[src/rtl/cmp_pkg.sv]
// cmp_pkg: shared types and helpers for the streaming comparator window block.
//   state_t  - window FSM state (S_EMPTY: no pair in current window, S_ACC: accumulating)
//   cmp3     - three-way compare of two pre-extended operands, returns CMP_GT/CMP_LT/CMP_EQ
//   REL_*    - one-hot {gt,lt,eq} relation codes as carried between mag_cmp and the top
package cmp_pkg;

  typedef enum logic {S_EMPTY, S_ACC} state_t;

  // Operands are widened to CMP_MAX_W+1 bits before cmp3 so one function serves any WIDTH.
  localparam int CMP_MAX_W = 64;

  localparam logic [1:0] CMP_EQ = 2'b00;
  localparam logic [1:0] CMP_GT = 2'b01;
  localparam logic [1:0] CMP_LT = 2'b10;

  localparam logic [2:0] REL_GT = 3'b100;
  localparam logic [2:0] REL_LT = 3'b010;

  function automatic logic [1:0] cmp3(input logic [CMP_MAX_W:0] a,
                                      input logic [CMP_MAX_W:0] b,
                                      input logic               sgn);
    logic is_gt;
    logic is_lt;
    if (sgn) begin
      is_gt = $signed(a) > $signed(b);
      is_lt = $signed(a) < $signed(b);
    end else begin
      is_gt = a > b;
      is_lt = a < b;
    end
    if (is_gt)      return CMP_GT;
    else if (is_lt) return CMP_LT;
    else            return CMP_EQ;
  endfunction

endpackage

[src/rtl/cmp_stream_window_mag_cmp.sv]
// mag_cmp: combinational magnitude comparator, signed or unsigned per call.
//   a, b         - WIDTH-bit operands
//   signed_mode  - 1: two's complement, 0: unsigned
//   gt, lt, eq   - one-hot relation of a to b
module mag_cmp
  import cmp_pkg::*;
#(
  parameter int WIDTH = 8
) (
  input  logic [WIDTH-1:0] a,
  input  logic [WIDTH-1:0] b,
  input  logic             signed_mode,
  output logic             gt,
  output logic             lt,
  output logic             eq
);

  logic [CMP_MAX_W:0] a_ext;
  logic [CMP_MAX_W:0] b_ext;
  logic [1:0]         code;

  // Sign- or zero-extend to the common width so cmp3 sees the intended numeric value.
  always_comb begin
    a_ext = signed_mode ? {{(CMP_MAX_W+1-WIDTH){a[WIDTH-1]}}, a}
                        : {{(CMP_MAX_W+1-WIDTH){1'b0}}, a};
    b_ext = signed_mode ? {{(CMP_MAX_W+1-WIDTH){b[WIDTH-1]}}, b}
                        : {{(CMP_MAX_W+1-WIDTH){1'b0}}, b};
    code  = cmp3(a_ext, b_ext, signed_mode);
  end

  assign gt = (code == CMP_GT);
  assign lt = (code == CMP_LT);
  assign eq = (code == CMP_EQ);

endmodule

[src/rtl/cmp_stream_window.sv]
// cmp_stream_window: one-stage pipelined A/B comparator stream with windowed stats.
//   clk, rst_n            - clock, async active-low reset
//   in_valid/in_ready     - input handshake for a, b, signed_mode
//   clr                   - synchronous window restart (win_* untouched)
//   out_valid/out_ready   - result handshake for gt/lt/eq (zero when !out_valid)
//   win_done              - one-cycle pulse when a WIN_LEN-pair window closes
//   win_max/win_min       - max/min of A over the last closed window
//   gt_count              - number of A>B pairs in the last closed window
module cmp_stream_window
  import cmp_pkg::*;
#(
  parameter int WIDTH   = 8,
  parameter int WIN_LEN = 16
) (
  input  logic                           clk,
  input  logic                           rst_n,
  input  logic                           in_valid,
  output logic                           in_ready,
  input  logic [WIDTH-1:0]               a,
  input  logic [WIDTH-1:0]               b,
  input  logic                           signed_mode,
  input  logic                           clr,
  output logic                           out_valid,
  input  logic                           out_ready,
  output logic                           gt,
  output logic                           lt,
  output logic                           eq,
  output logic                           win_done,
  output logic [WIDTH-1:0]               win_max,
  output logic [WIDTH-1:0]               win_min,
  output logic [$clog2(WIN_LEN+1)-1:0]   gt_count
);

  localparam int NUM_CMP = 3;
  localparam int CNT_W   = $clog2(WIN_LEN+1);

  // Comparator lanes: 0 = a vs b, 1 = a vs run_max, 2 = a vs run_min.
  logic [NUM_CMP-1:0][WIDTH-1:0] lhs;
  logic [NUM_CMP-1:0][WIDTH-1:0] rhs;
  logic [NUM_CMP-1:0][2:0]       rel;

  logic             accept;
  logic [2:0]       res;

  state_t           state, state_nx;
  logic [CNT_W-1:0] idx, idx_nx;
  logic [WIDTH-1:0] run_max, max_nx;
  logic [WIDTH-1:0] run_min, min_nx;
  logic [CNT_W-1:0] run_cnt, cnt_nx;
  logic             close;
  logic             gt_ab;

  assign in_ready = !out_valid || out_ready;
  assign accept   = in_valid && in_ready;

  assign lhs = {a, a, a};
  assign rhs = {run_min, run_max, b};

  for (genvar i = 0; i < NUM_CMP; i++) begin : g_cmp
    mag_cmp #(.WIDTH(WIDTH)) u_cmp (
      .a           (lhs[i]),
      .b           (rhs[i]),
      .signed_mode (signed_mode),
      .gt          (rel[i][2]),
      .lt          (rel[i][1]),
      .eq          (rel[i][0])
    );
  end

  assign gt_ab = (rel[0] == REL_GT);

  // Result stage: new pair replaces the held one only when the consumer has taken it.
  always_ff @(posedge clk or negedge rst_n) begin
    if (!rst_n) begin
      out_valid <= 1'b0;
      res       <= '0;
    end else if (accept) begin
      out_valid <= 1'b1;
      res       <= rel[0];
    end else if (out_ready) begin
      out_valid <= 1'b0;
    end
  end

  assign gt = out_valid & res[2];
  assign lt = out_valid & res[1];
  assign eq = out_valid & res[0];

  // Window FSM. clr with a simultaneous accept restarts with that pair as the first sample.
  always_comb begin
    state_nx = state;
    idx_nx   = idx;
    max_nx   = run_max;
    min_nx   = run_min;
    cnt_nx   = run_cnt;
    close    = 1'b0;
    if (accept && (clr || state == S_EMPTY)) begin
      state_nx = S_ACC;
      idx_nx   = CNT_W'(1);
      max_nx   = a;
      min_nx   = a;
      cnt_nx   = CNT_W'(gt_ab);
    end else if (clr) begin
      state_nx = S_EMPTY;
      idx_nx   = '0;
      cnt_nx   = '0;
    end else if (accept) begin
      if (rel[1] == REL_GT) max_nx = a;
      if (rel[2] == REL_LT) min_nx = a;
      cnt_nx = run_cnt + CNT_W'(gt_ab);
      idx_nx = idx + CNT_W'(1);
      if (idx == CNT_W'(WIN_LEN-1)) begin
        close    = 1'b1;
        state_nx = S_EMPTY;
        idx_nx   = '0;
      end
    end
  end

  always_ff @(posedge clk or negedge rst_n) begin
    if (!rst_n) begin
      state   <= S_EMPTY;
      idx     <= '0;
      run_max <= '0;
      run_min <= '0;
      run_cnt <= '0;
    end else begin
      state   <= state_nx;
      idx     <= idx_nx;
      run_max <= max_nx;
      run_min <= min_nx;
      run_cnt <= cnt_nx;
    end
  end

  // Published stats move on the same edge as the closing pair's result, so win_done
  // lines up with that pair's out_valid.
  always_ff @(posedge clk or negedge rst_n) begin
    if (!rst_n) begin
      win_done <= 1'b0;
      win_max  <= '0;
      win_min  <= '0;
      gt_count <= '0;
    end else begin
      win_done <= close;
      if (close) begin
        win_max  <= max_nx;
        win_min  <= min_nx;
        gt_count <= cnt_nx;
      end
    end
  end

endmodule

[config.mk]
export PLATFORM = sky130hd
export DESIGN_NAME = cmp_stream_window
export DESIGN_NICKNAME = d
export VERILOG_FILES = /design/src/rtl/cmp_pkg.sv /design/src/rtl/cmp_stream_window_mag_cmp.sv /design/src/rtl/cmp_stream_window.sv
export SDC_FILE = /design/constraint.sdc
export NUM_CORES = 1
export LEC_CHECK = 0
export ABC_AREA = 1
export ABC_CLOCK_PERIOD_IN_PS = 2500
export CORE_AREA = 2 2 90 92
export CTS_CLUSTER_DIAMETER = 30
export DETAILED_ROUTE_END_ITERATION = 16
export DIE_AREA = 0 0 92 94
export PLACE_DENSITY = 0.67
export SYNTH_ARGS = -nofsm -noshare
export SYNTH_HDL_FRONTEND = slang
export SYNTH_HIERARCHICAL = 1
export SYNTH_SLANG_ARGS = --single-unit
[constraint.sdc]
create_clock -name clk -period 2.5 [get_ports clk]
set_input_delay 0.25 -clock clk [delete_from_list [all_inputs] [get_ports clk]]
set_output_delay 0.25 -clock clk [all_outputs]
set_load 0.1 [all_outputs]
==> results of run 1 <==
==> routing by layer <==
layer	vias to the layer above	part of all wire, %	global-route usage (%)	routed length, microns
met5	-	0	0	0
met4	0	2.2	6.592	163
met3	13	3.4	2.568	253
met2	54	48	30.09	3549
met1	1341	47	23.86	3483
li1	1472	-	-	-
==> worst min path at each step <==
stage               cells after the start          end  slack (ns)
finish                                  2   win_max[6]        0.33
global route                            2   win_min[6]        0.35
CTS                                     2   win_min[6]        0.33
detailed placement                      1   win_max[6]        0.14
global placement                        1   win_max[6]        0.13
floorplan                               0  gt_count[0]       -0.05
==> logic make-up (layout without fill, tap and decap cells) <==
family / Yosys count / count (layout) / synth area share [%]
AND/OR/NAND/NOR: 227 / 227 / 30.43
buffers and inverters: 95 / 170 / 12.94
flip-flops: 53 / 53 / 39.86
adder cells (fa/ha/maj): 30 / 30 / 11.28
AO/OA/AOI/OAI: 27 / 27 / 4.964
XOR/XNOR: 2 / 2 / 0.5266
==> layout by cell type, fill, tap and decap left out, types with 10 or more instances in the layout <==
master / count
sky130_fd_sc_hd__inv_2: 14
sky130_fd_sc_hd__nand3_1: 24
sky130_fd_sc_hd__nand2_2: 18
sky130_fd_sc_hd__buf_4: 50
sky130_fd_sc_hd__ha_1: 23
sky130_fd_sc_hd__dfrtp_1: 53
sky130_fd_sc_hd__nor2_1: 21
sky130_fd_sc_hd__inv_1: 65
sky130_fd_sc_hd__dlymetal6s2s_1: 10
sky130_fd_sc_hd__nand2_1: 132
==> flip-flops by register name, indices dropped and copies added (netlist names) <==
| register | flops |
|---|---|
| run_max | 8 |
| run_cnt | 5 |
| gt_count | 5 |
| out_valid | 1 |
| win_done | 1 |
| win_min | 8 |
| state | 1 |
| win_max | 8 |
| run_min | 8 |
| idx | 5 |
| res | 3 |
==> metrics by stage <==
stage / hold slack (ns) / instances / worst slack [ns] / util, % / setup TNS [ns]
2_1_floorplan: -0.04559 / 434 / 0.07662 / - / 0
3_3_place_gp: 0.1289 / 598 / -0.4361 / 52.20 / -6.923
3_5_place_dp: 0.1366 / 598 / -0.4551 / 52.20 / -8.431
4_1_cts: 0.3313 / 609 / 0.004254 / 54.47 / 0
5_1_grt: 0.3451 / 611 / 0.01063 / 56.48 / 0
6_report: 0.3314 / 611 / 0.1516 / 56.48 / 0
==> repair_timing <==
action                                 in CTS  in global routing
cloned                                      0                  0
resized for setup                          17                 40
setup endpoints to repair                   9                 11
hold buffers                                1                  0
buffers inserted                            2                  2
endpoints found under the hold margin      10                  0
pin swaps                                   9                 25
==> layout make-up <==
class | count | area share [%]
clock buffers | 6 | 1.689
clock inverters | 2 | 0.3494
inverters | 88 | 8.824
multi-input cells | 286 | 40.56
flip-flops and latches | 53 | 30.87
well taps | 102 | 2.970
repair buffers | 74 | 14.74
==> power groups by stage <==
stage / registers [uW] / clock network (uW) / logic (uW)
6_report: 972 / 484 / 695
4_1_cts: 970 / 497 / 666
5_1_grt: 980 / 530 / 785
3_3_place_gp: 983 / 0 / 621
2_1_floorplan: 980 / 0 / 442
3_5_place_dp: 985 / 0 / 640
==> cell usage after synthesis (all sizes together) <==
master  instances  area share, %
ha             30             11
dfrtp          53             40
nor3            2           0.30
and2            8            1.5
nor2           28            3.9
nand3          28            4.7
xnor2           1           0.26
nand2         153             19
a21oi          10            1.8
o21bai          1           0.34
o22ai           1           0.19
clkinv          6           0.68
o221ai          1           0.26
inv            82             11
and3            1           0.19
nand4           7            1.3
buf             7            1.5
xor2            1           0.26
o21ai          14            2.3
==> results.txt, run 1 <==
----------------------------------------------------
[Run status]
  Run status ... completed

[Power]
  Total power per unit cell area ... 500.7 nW/um^2
  Sum of internal, switching and leakage power ... 2151 uW
  Leakage component of the power ... 0.002476 uW
  Relative contribution of combinational cells to total power ... 32.3%
  Switching part of the total ... 34.93%
  Share of power burned in the clock network ... 22.5%
  P_sw ... 751.4 uW
  Sequential group share of total power ... 45.2%
  Internal Power ... 1400 uW
  Peak supply drop ... 0.2747 mV

[Finish]
  Number of antenna cells inserted ... 0
  Final std cell area, no fill ... 4297 sq um
  Number of nets in the layout ... 560
  Area grow syn2layout ... 29.15%
  Ratio of cells with drive above 1 in the final layout ... 24.36%
  Number of fill cells ... 731
  Area of the multi-input gates ... 1743 sq um
  Combined flip-flop and latch cell area ... 1326 sq um

[Setup path]
  FF-to-FF End ... run_min[4]
  Critical path type ... in -> reg
  Critical-path cell list ... clkdlybuf4s15_1 > nand2_1 > inv_2 > ha_4 > nand2_4 > nor2_4 > nand3_2 > nand2_2 > nor2_1 > nand2_2 > nand2_4 > buf_6 > nor3_4 > buf_6 > ha_4 > ha_4 > o21ai_2 > inv_1 > nand2_2 > o21ai_2
  Delay-heaviest family, CP ... simple AND/OR/NAND/NOR gates
  Number of gates on the worst path with buffers counted ... 20
  Critical path launch point type ... input port
  Standard cell with the maximum stage delay on the critical path ... sky130_fd_sc_hd__ha_4
  Last element of the critical path ... gt_count[1]
  R2R cell count ... 16
  Kind of end point of the critical path ... flop
  Required time of the critical path ... 2.70 ns
  Worst-path maximum fanout ... 3
  Startpoint of the worst setup timing path ... a[7]
  Register-to-register setup slack ... 0.29 ns
  CP max stage delay ... 0.27 ns
  Arrival time worst endpoint ... 2.55 ns
  Beginning of the worst register-to-register path ... run_min[7]
  Count of buffering cells on the critical path with inverters included ... 5

[Timing]
  Worst relative slew slack ... 69.33%
  Endpoints failing hold ... 0
  Tmin final ... 2.348 ns
  RSZ-0062 raised after global routing ... false
  Max Clk Rate ... 425.8 MHz
  Worst clock skew ... 0.006160 ns
  Fin. max-slew vios ... 0
  Crit share post-route ... 93.93%
  Final setup fails ... 0
  Worst-margin pin slew ... 0.4590 ns

[Synthesis]
  Part of the Yosys area used for sequential elements ... 39.86%
  Mapped Nets ... 486
  Count of yosys warnings during synthesis ... 6
  Distinct cell type count after synthesis ... 31
  Flip-flop and latch count after synthesis ... 53
  Post-Synthesis Cell Area ... 3327 sq um
  Number of instances in the synthesized netlist ... 434
  Mean Syn Cell Area ... 7.666 sq um

[Global route]
  Global routing usage summed across all routing layers ... 17.99%
  Largest net degree at the start of global routing ... 29
  Initial antenna violation count ... 0
  Via count of the first global-routing pass ... 2790
  Global-route wire length before repair ... 12510 microns
  Remaining global-route overflow ... 0

[Floorplanning]
  Number of cell rows ... 32
  DIE WIDTH ... 92 microns
  Initial Utilization ... 43.73%
  Die outline area ... 8648 sq um
  Vertical die dimension ... 94 microns
  Placeable Area ... 7607 sq um
  Count of boundary I/O pins ... 49

[Place]
  Instance area at placement ... 3971 sq um
  Detailed placer's ending HPWL ... 5635 microns
  Port bufs ... 48
  Final GP Congestion ... 0.8199

[Detailed routing]
  Via count normalized by instance count ... 4.714
  Via Count ... 2880
  Antenna Nets Post-Route ... 0
  Number of detailed-route iterations in the first pass ... 5
  Routed wirelength normalized by instance count ... 12.19 microns
  Count of routing violations after the opening detailed-route iteration ... 103
  DRC ... 0
  Routed Wire Length ... 7450 microns

[CTS]
  Post-CTS clock slew at the launch and capture registers of the worst setup and hold paths ... 0.10 ns
  Number of sinks driven by the clock tree ... 53
  Clock root cell ... sky130_fd_sc_hd__clkbuf_8
  Clock buffers created by TritonCTS ... 5
  Clock network latency to the later pin of the worst-skew pair ... 0.31 ns
  Max Root-Sink Buffers ... 2
  Clock tree from TritonCTS ... done
  Depth of the CTS H-tree ... 2

[Min path]
  Class of the tightest hold or removal check ... in -> async

[Job]
  # Max-Cap Violations ... 0

----------------------------------------------------
Note: power is estimated with default switching activity, not from simulation.
==> inputs of run 2 (changes only) <==
--- a/config.mk
+++ b/config.mk
@@ -7,11 +7,11 @@
 export LEC_CHECK = 0
 export ABC_AREA = 1
 export ABC_CLOCK_PERIOD_IN_PS = 2500
-export CORE_AREA = 2 2 90 92
+export CORE_AREA = 2 2 100 102
 export CTS_CLUSTER_DIAMETER = 30
 export DETAILED_ROUTE_END_ITERATION = 16
-export DIE_AREA = 0 0 92 94
-export PLACE_DENSITY = 0.67
+export DIE_AREA = 0 0 102 104
+export PLACE_DENSITY = 0.57
 export SYNTH_ARGS = -nofsm -noshare
 export SYNTH_HDL_FRONTEND = slang
 export SYNTH_HIERARCHICAL = 1
==> run 2 against run 1 <==
Against the previous run: fmax is 0.52% lower; largest cell class unchanged; first-iteration DRC count down 36%; via count down 3.5%; critical path depth up 1; highest routed layer unchanged.
==> results.txt, run 2 (synthesis results as in run 1) <==
----------------------------------------------------
[Global route]
  Global-route wire length before repair ... 12610 microns
  Remaining global-route overflow ... 0
  Met3 Use GR ... 2.688%
  Via count of the first global-routing pass ... 2739
  Global routing usage summed across all routing layers ... 14.82%
  Initial antenna violation count ... 0
  Most Used Layer, Global Route ... met2
  Met2 routing resource usage after global routing ... 24.11%
  Largest net degree at the start of global routing ... 54
  GRT met1 Usage ... 19.80%

[Setup path]
  Critical path launch point type ... input port
  Kind of end point of the critical path ... flop
  CP max stage delay ... 0.27 ns
  Worst-path maximum fanout ... 4
  Critical path type ... in -> reg
  Standard cell with the maximum stage delay on the critical path ... sky130_fd_sc_hd__ha_4
  Arrival time worst endpoint ... 2.55 ns
  Count of buffering cells on the critical path with inverters included ... 5
  Required time of the critical path ... 2.69 ns
  Delay-heaviest family, CP ... simple AND/OR/NAND/NOR gates
  Critical-path cell list ... dlygate4sd2_1 > nand2_1 > inv_1 > ha_4 > nand2_2 > nor2_4 > nand3_2 > nand2_2 > nor2_2 > nand2_2 > nand2_4 > nor2_2 > inv_1 > nor3_2 > buf_4 > ha_4 > ha_2 > o21ai_1 > inv_1 > nand2_1 > o21ai_1

[Power]
  Internal Power ... 1589 uW
  P_sw ... 738.4 uW
  Share of power burned in the clock network ... 29.6%
  Sequential group share of total power ... 41.6%
  Total power per unit cell area ... 543.3 nW/um^2
  Switching part of the total ... 31.73%
  Relative contribution of combinational cells to total power ... 28.8%
  Peak supply drop ... 0.2301 mV
  Leakage component of the power ... 0.002477 uW

[Detailed routing]
  Number of detailed-route iterations in the first pass ... 5
  Via count normalized by instance count ... 4.347
  Via Count ... 2778
  DRC ... 0
  Antenna Nets Post-Route ... 0
  Routed wirelength normalized by instance count ... 11.50 microns
  Count of routing violations after the opening detailed-route iteration ... 66
  Routed Wire Length ... 7348 microns

[Floorplanning]
  Count of boundary I/O pins ... 49
  Number of cell rows ... 36
  Initial Utilization ... 34.84%
  Die outline area ... 10610 sq um
  Vertical die dimension ... 104 microns
  Placeable Area ... 9549 sq um
  DIE WIDTH ... 102 microns

[CTS]
  Max Root-Sink Buffers ... 2
  Hold-fix buffers at CTS ... 0
  Clock tree from TritonCTS ... done
  Depth of the CTS H-tree ... 2
  Clock buffers created by TritonCTS ... 5
  Clock root cell ... sky130_fd_sc_hd__clkbuf_8
  Clock network latency to the later pin of the worst-skew pair ... 0.31 ns
  Post-CTS clock slew at the launch and capture registers of the worst setup and hold paths ... 0.10 ns
  Number of sinks driven by the clock tree ... 53

[Timing]
  Worst clock skew ... 0.006077 ns
  RSZ-0062 raised after global routing ... false
  Worst-margin pin slew ... 0.6802 ns
  Tmin final ... 2.361 ns
  Final setup fails ... 0
  Max Clk Rate ... 423.6 MHz
  Crit share post-route ... 94.43%
  Worst relative slew slack ... 54.65%
  Fin. max-slew vios ... 0
  Final critical-path setup slack ... 0.1393 ns
  Endpoints failing hold ... 0

[Finish]
  Number of fill cells ... 1003
  Number of antenna cells inserted ... 0
  Combined flip-flop and latch cell area ... 1326 sq um
  Most common library cell in the layout ignoring fill and taps ... sky130_fd_sc_hd__nand2_1
  Final std cell area, no fill ... 4284 sq um
  Area of the multi-input gates ... 1670 sq um
  Ratio of cells with drive above 1 in the final layout ... 22.53%
  Area grow syn2layout ... 28.77%
  Number of nets in the layout ... 557
  Most frequent cells in the layout ... sky130_fd_sc_hd__nand2_1, sky130_fd_sc_hd__inv_1, sky130_fd_sc_hd__dfrtp_1, sky130_fd_sc_hd__buf_4, sky130_fd_sc_hd__nand3_1

[Place]
  Port bufs ... 48
  Post-Place Setup Slack ... -0.4655 ns
  Final GP Congestion ... 0.8040
  Detailed placer's ending HPWL ... 5569 microns
  Instance area at placement ... 4015 sq um

[Min path]
  Class of the tightest hold or removal check ... in -> async

[Job]
  # Max-Cap Violations ... 0

[Run status]
  Run status ... completed

----------------------------------------------------
run 2: cell types whose count changed in the layout (fill, tap and decap cells not counted), sizes merged:
cell	delta
buf	-2
bufinv	+2
clkinvlp	-2
dlygate4sd2	+2
clkbuf	-1
clkdlybuf4s15	-1
clkinv	+1
dlygate4sd3	-1
dlymetal6s2s	-1
run 2: power groups by stage:
| stage | sequential [uW] | combinational [uW] | clock [uW] |
|---|---|---|---|
| detailed placement | 983 | 643 | 0 |
| global placement | 982 | 633 | 0 |
| finish | 967 | 671 | 689 |
| CTS | 968 | 662 | 710 |
| global route | 978 | 777 | 742 |
| floorplan | 980 | 442 | 0 |
run 2: repair_timing:
action / in CTS / in global routing
buffers inserted: 0 / 3
pin swaps: 7 / 17
resized for setup: 20 / 18
endpoints found under the setup margin: 9 / 9
run 2: cell type report:
class	count	share of cell area, %
clock inverter	3	1.519
multi-input combinational	286	38.99
inverter	88	8.849
sequential	53	30.96
timing repair buffer	71	14.19
clock buffer	5	1.606
tap	133	3.884
run 2: per-layer routing:
layer / share of wire [%] / wire length, microns
met1: 48 / 3546
met2: 47 / 3425
met3: 3.3 / 243
met4: 1.8 / 132
met5: 0 / 0
run 2: worst reg2reg max path, stage by stage, from the launching register on:
cell and delay, ns:
sky130_fd_sc_hd__dfrtp_1 0.37, sky130_fd_sc_hd__inv_1 0.05, sky130_fd_sc_hd__ha_1 0.29, sky130_fd_sc_hd__nand2_1 0.11, sky130_fd_sc_hd__inv_2 0.05, sky130_fd_sc_hd__nand2_1 0.05, sky130_fd_sc_hd__nand2_1 0.05, sky130_fd_sc_hd__nand2_1 0.06
sky130_fd_sc_hd__nand2_1 0.05, sky130_fd_sc_hd__nand2_1 0.07, sky130_fd_sc_hd__nand2_2 0.05, sky130_fd_sc_hd__nand2_2 0.07, sky130_fd_sc_hd__nor2_1 0.04, sky130_fd_sc_hd__nor2_1 0.08, sky130_fd_sc_hd__nand2_1 0.05, sky130_fd_sc_hd__nand2_1 0.10
sky130_fd_sc_hd__nand2_4 0.14, sky130_fd_sc_hd__o21ai_1 0.28, sky130_fd_sc_hd__nand2_1 0.09, sky130_fd_sc_hd__nand2_1 0.06
run 2: path summary, 6_finish.rpt:
kind | startpoint | to | slack [ns] | cells after the start
setup / recovery | signed_mode | gt_count[1] | 0.14 | 21
hold / removal | rst_n | win_min[1] | 0.05 | 2
setup reg to reg | run_max[4] | win_max[7] | 0.36 | 19
hold reg to reg | win_max[4] | win_max[4] | 0.49 | 2
max in group asynchronous | rst_n | run_max[0] | 2.00 | 2
min in group clk | a[1] | run_max[1] | 0.46 | 4
run 2: per-stage QoR:
step                      util, %  power [uW]  hold WS (ns)  cells  TNS [ns]
final                       44.86        2327       0.04985    639         0
after global routing        44.86        2498        0.1119    639         0
after CTS                   44.09        2339       0.07646    636         0
after detailed placement    42.05        1626        0.4249    628    -8.175
after global placement      42.05        1615        0.4207    628    -6.739
after floorplan                 -        1422      -0.04559    434         0
